### config.mk
export PLATFORM = sky130hd
export DESIGN_NAME = sat_counter
export DESIGN_NICKNAME = d
export VERILOG_FILES = /design/src/rtl/lfsr_stream_checker_pkg.sv /design/src/rtl/lfsr_stream_checker_sat_counter.sv
export SDC_FILE = /design/constraint.sdc
export NUM_CORES = 1
export LEC_CHECK = 0
export CAP_MARGIN = 10
export CORE_AREA = 2 2 39 41
export CTS_BUF_LIST = sky130_fd_sc_hd__clkbuf_8
export CTS_CLUSTER_DIAMETER = 200
export CTS_CLUSTER_SIZE = 10
export DETAILED_ROUTE_END_ITERATION = 12
export DIE_AREA = 0 0 41 43
export GPL_TIMING_DRIVEN = 0
export PLACE_DENSITY = 0.65
export SYNTH_ARGS = -nofsm -noshare
export SYNTH_HDL_FRONTEND = slang
export SYNTH_SLANG_ARGS = --single-unit
### constraint.sdc
create_clock -name clk -period 1.7 [get_ports clk]
set_input_delay 0.17 -clock clk [delete_from_list [all_inputs] [get_ports clk]]
set_output_delay 0.17 -clock clk [all_outputs]
set_load 0.01 [all_outputs]
### src/rtl/lfsr_stream_checker_pkg.sv
// Shared definitions for the LFSR stream checker and its matching generator.
// The feedback function lives here so both ends agree by construction.
package lfsr_stream_checker_pkg;

  typedef enum logic {
    ST_SEED  = 1'b0,
    ST_CHECK = 1'b1
  } state_t;

  localparam int                   DEF_WIDTH  = 4;
  localparam logic [DEF_WIDTH-1:0] DEF_TAPS   = 4'b1100;
  localparam int                   LFSR_MAX_W = 64;

  // Callers zero-extend their register and tap mask to LFSR_MAX_W bits.
  function automatic logic lfsr_feedback(input logic [LFSR_MAX_W-1:0] r,
                                         input logic [LFSR_MAX_W-1:0] taps);
    return ^(r & taps);
  endfunction

endpackage

### src/rtl/lfsr_stream_checker_sat_counter.sv
// Saturating event counter with synchronous clear; a clear coinciding with
// an increment leaves the count at one so that event is not lost.
module sat_counter
  import lfsr_stream_checker_pkg::*;
#(
  parameter int CNT_W = 8
) (
  input  logic             clk,
  input  logic             rst,
  input  logic             inc,
  input  logic             clr,
  output logic [CNT_W-1:0] count
);

  always_ff @(posedge clk) begin
    if (rst) begin
      count <= '0;
    end else if (clr) begin
      count <= inc ? CNT_W'(1) : '0;
    end else if (inc && (count != '1)) begin
      count <= count + CNT_W'(1);
    end
  end

endmodule

==> impl_metrics.py <==
metrics = {
    "setup_path": {
        "crit_path_max_fanout": 8,
        "criticalPathCategory": "reg -> out",
        "cp.required_ns": 1.53,
        "crit_path_top_delay_cell": "clkdlybuf4s50_1",
        "endpoint_kind": "primary output",
        "path_delay_family": "buffers and inverters",
        "cp-start-kind": "register",
        "cp_num_buf_inv": 1,
        "cp.arrival_ns": 1.28,
        "path_cells": "clkdlybuf4s50_1",
        "cp_slowest_stage_delay_ns": 0.59,
    },
    "clock_network": {
        "post_cts_resized": 0,
        "ctsHtreeMaxLevel": 1,
        "post-cts-setup-buffers": 0,
        "clock_latency_ns": 0.23,
        "cts_buffer_depth": 2,
        "numClockSinks": 8,
        "clk_pin_slew_ns": 0.04,
        "cts-root-buf": "clkbuf_8",
        "cts_tree": "done",
        "ctsHoldBuffers": 0,
        "cts_inserted_buffers": 3,
    },
    "grt": {
        "antenna_found_initial": 0,
        "overflow": 0,
        "grt_first_pass_wirelength_um": 1680,
        "grt.total_usage": 0.144,
        "grt_max_degree": 9,
        "grt_pass1_vias": 406,
    },
    "floorplan": {
        "die_height_um": 43,
        "initial_core_util": 0.321,
        "core-area_um2": 1380,
        "io_pins": 12,
        "num_rows": 14,
        "die_x_um": 41,
        "die-area_um2": 1760,
    },
    "synth": {
        "synth_area_leader_cell": "dfxtp_1",
        "synth_xor_area_frac": 0,
        "synth_fa_ha_area_frac": 0.0282,
        "yosysUniqueCellTypes": 25,
        "synth_top_area_frac": 0.361,
        "synth_mux_area_frac": 0.0676,
        "synth_cells": 53,
        "syn_avg_cell_area_um2": 8.38,
        "netlist_top_cells_area": "dfxtp_1 36%, mux2i_1 6.8%, a31oi_1 5.6%",
        "synth_top_family_by_area": "simple AND/OR/NAND/NOR gates",
        "synth_fp_nets": 58,
        "yosys_warnings": 0,
        "syn_area_um2": 444,
        "synth_seq_cells": 8,
        "yosysSeqAreaShare": 0.361,
        "synthSimpleGateAreaFrac": 0.270,
        "synth_compound_area_frac": 0.223,
    },
    "timing": {
        "holdWs_ns": 0.507,
        "fin_worst_skew_ns": 0.00166,
        "setup_violations": 0,
        "max_freq_mhz": 690,
        "setup_ws_ns": 0.251,
        "max-slew-margin-rel": 0.675,
        "period_needed_ns": 1.45,
        "rsz0062_at_grt": "false",
        "worst_pin_slew_ns": 0.485,
        "fin_tns_setup_ns": 0,
        "slew_viol_final": 0,
        "hold_viol": 0,
        "fin_crit_sh": 0.853,
    },
    "final_layout": {
        "post-route-util": 0.445,
        "multiInputGateArea_um2": 262,
        "finish.instance_area_um2": 616,
        "nNetsFinal": 74,
        "drive_gt1_frac": 0.0896,
        "syn_to_final_growth_pct": 38.6,
        "largest_reg_flops": 8,
        "top_register": "count",
        "reg.largest.list": "count x8",
        "fill_cells": 143,
        "ff_latch_area_um2": 160,
        "n_antenna_cell": 0,
        "layout.cells.most_common": "clkdlybuf4s50_1",
        "layout_common_cells": "11 x clkdlybuf4s50_1, 8 x dfxtp_1, 5 x nand2_1",
    },
    "detailed_routing": {
        "wl_per_cell_um": 12.1,
        "dr.pass1.iters": 4,
        "drc_errors": 0,
        "postRouteAntennaNets": 0,
        "routed_wirelength_um": 1000,
        "via_per_inst": 5.52,
        "vias": 458,
        "drt-initial-drc-count": 11,
    },
    "placement": {
        "gp_congestion": 0.732,
        "portBuffers": 11,
        "place_area_um2": 574,
        "dpl_worst_slack_ns": 0.120,
        "place.detailed.hpwl_um": 751,
    },
    "status": {
        "outcome": "complete, no violations",
    },
    "power": {
        "p_per_area_nw_per_um2": 737,
        "vdd_ir_drop_max_uv": 439,
        "p_leak_nw": 0.226,
    },
    "flow_run": {
        "drv_cap": 0,
    },
    "worst_hold_path": {
        "hold_class": "reg -> reg",
    },
}
-- synth_stat cells --
cell type	instances
a2111oi_1	1
a211oi_1	1
a21oi_1	4
a31o_2	1
a31oi_1	4
and2_1	1
and3_1	1
and3_2	1
and4_1	2
buf_4	1
dfxtp_1	8
ha_1	1
inv_1	4
mux2i_1	3
nand2_1	5
nand2b_1	1
nand3_1	2
nand4_1	3
nand4b_1	1
nor2_1	2
nor2b_1	1
nor4_1	1
o21ai_0	2
o311ai_0	1
o41ai_1	1
-- metal layers --
| metal | routed length, um | GRT usage | part of all wire |
|---|---|---|---|
| met4 | 18 | 0.100 | 0.018 |
| met5 | 0 | 0 | 0 |
| met2 | 421 | 0.184 | 0.42 |
| met3 | 60 | 0.0471 | 0.060 |
| met1 | 501 | 0.193 | 0.50 |
-- report_power, final --
part | switching (W) | leakage (nW) | total, W | internal (W)
combinational | 0.0000157 | 0.140 | 0.0000348 | 0.0000191
clock | 0.0000710 | 0.0216 | 0.000224 | 0.000153
sequential | 0.00000354 | 0.0648 | 0.000195 | 0.000191
total | 0.0000902 | 0.226 | 0.000454 | 0.000364
-- cell families (layout without fill, tap and decap cells) --
group	Yosys count	in the layout
fa+ha+maj	1	1
flops	8	8
compound gates	15	15
mux	3	3
simple gates	21	21
buf+inv	5	19
-- metrics by stage --
step,std cells,total power (W)
5_1_grt,83,0.000471
2_1_floorplan,53,0.000213
3_3_place_gp,80,0.000232
6_report,83,0.000454
4_1_cts,83,0.000463
3_5_place_dp,80,0.000233
-- layout make-up --
type | count | share of cell area
clock buffers | 3 | 0.0671
repair buffers | 11 | 0.179
inverters | 4 | 0.0244
flip-flops and latches | 8 | 0.260
well taps | 16 | 0.0325
plain buffers | 1 | 0.0122
multi-input cells | 40 | 0.425
-- final timing paths --
kind	startpoint	endpoint	slack (ns)	cells past startpoint
setup / recovery	count[7]$_SDFFE_PP0P_	count[7]	0.25	1
hold / removal	count[1]$_SDFFE_PP0P_	count[1]$_SDFFE_PP0P_	0.51	2
setup reg to reg	count[0]$_SDFFE_PP0P_	count[1]$_SDFFE_PP0P_	0.32	4
hold reg to reg	count[1]$_SDFFE_PP0P_	count[1]$_SDFFE_PP0P_	0.51	2
-- worst reg2reg max path, stage by stage, from the launching register on --
cell and delay [ns]:
dfxtp_1 0.34, ha_1 0.29, and4_1 0.26, a31oi_1 0.21, mux2i_1 0.20
(Power assumes the default switching activity.)
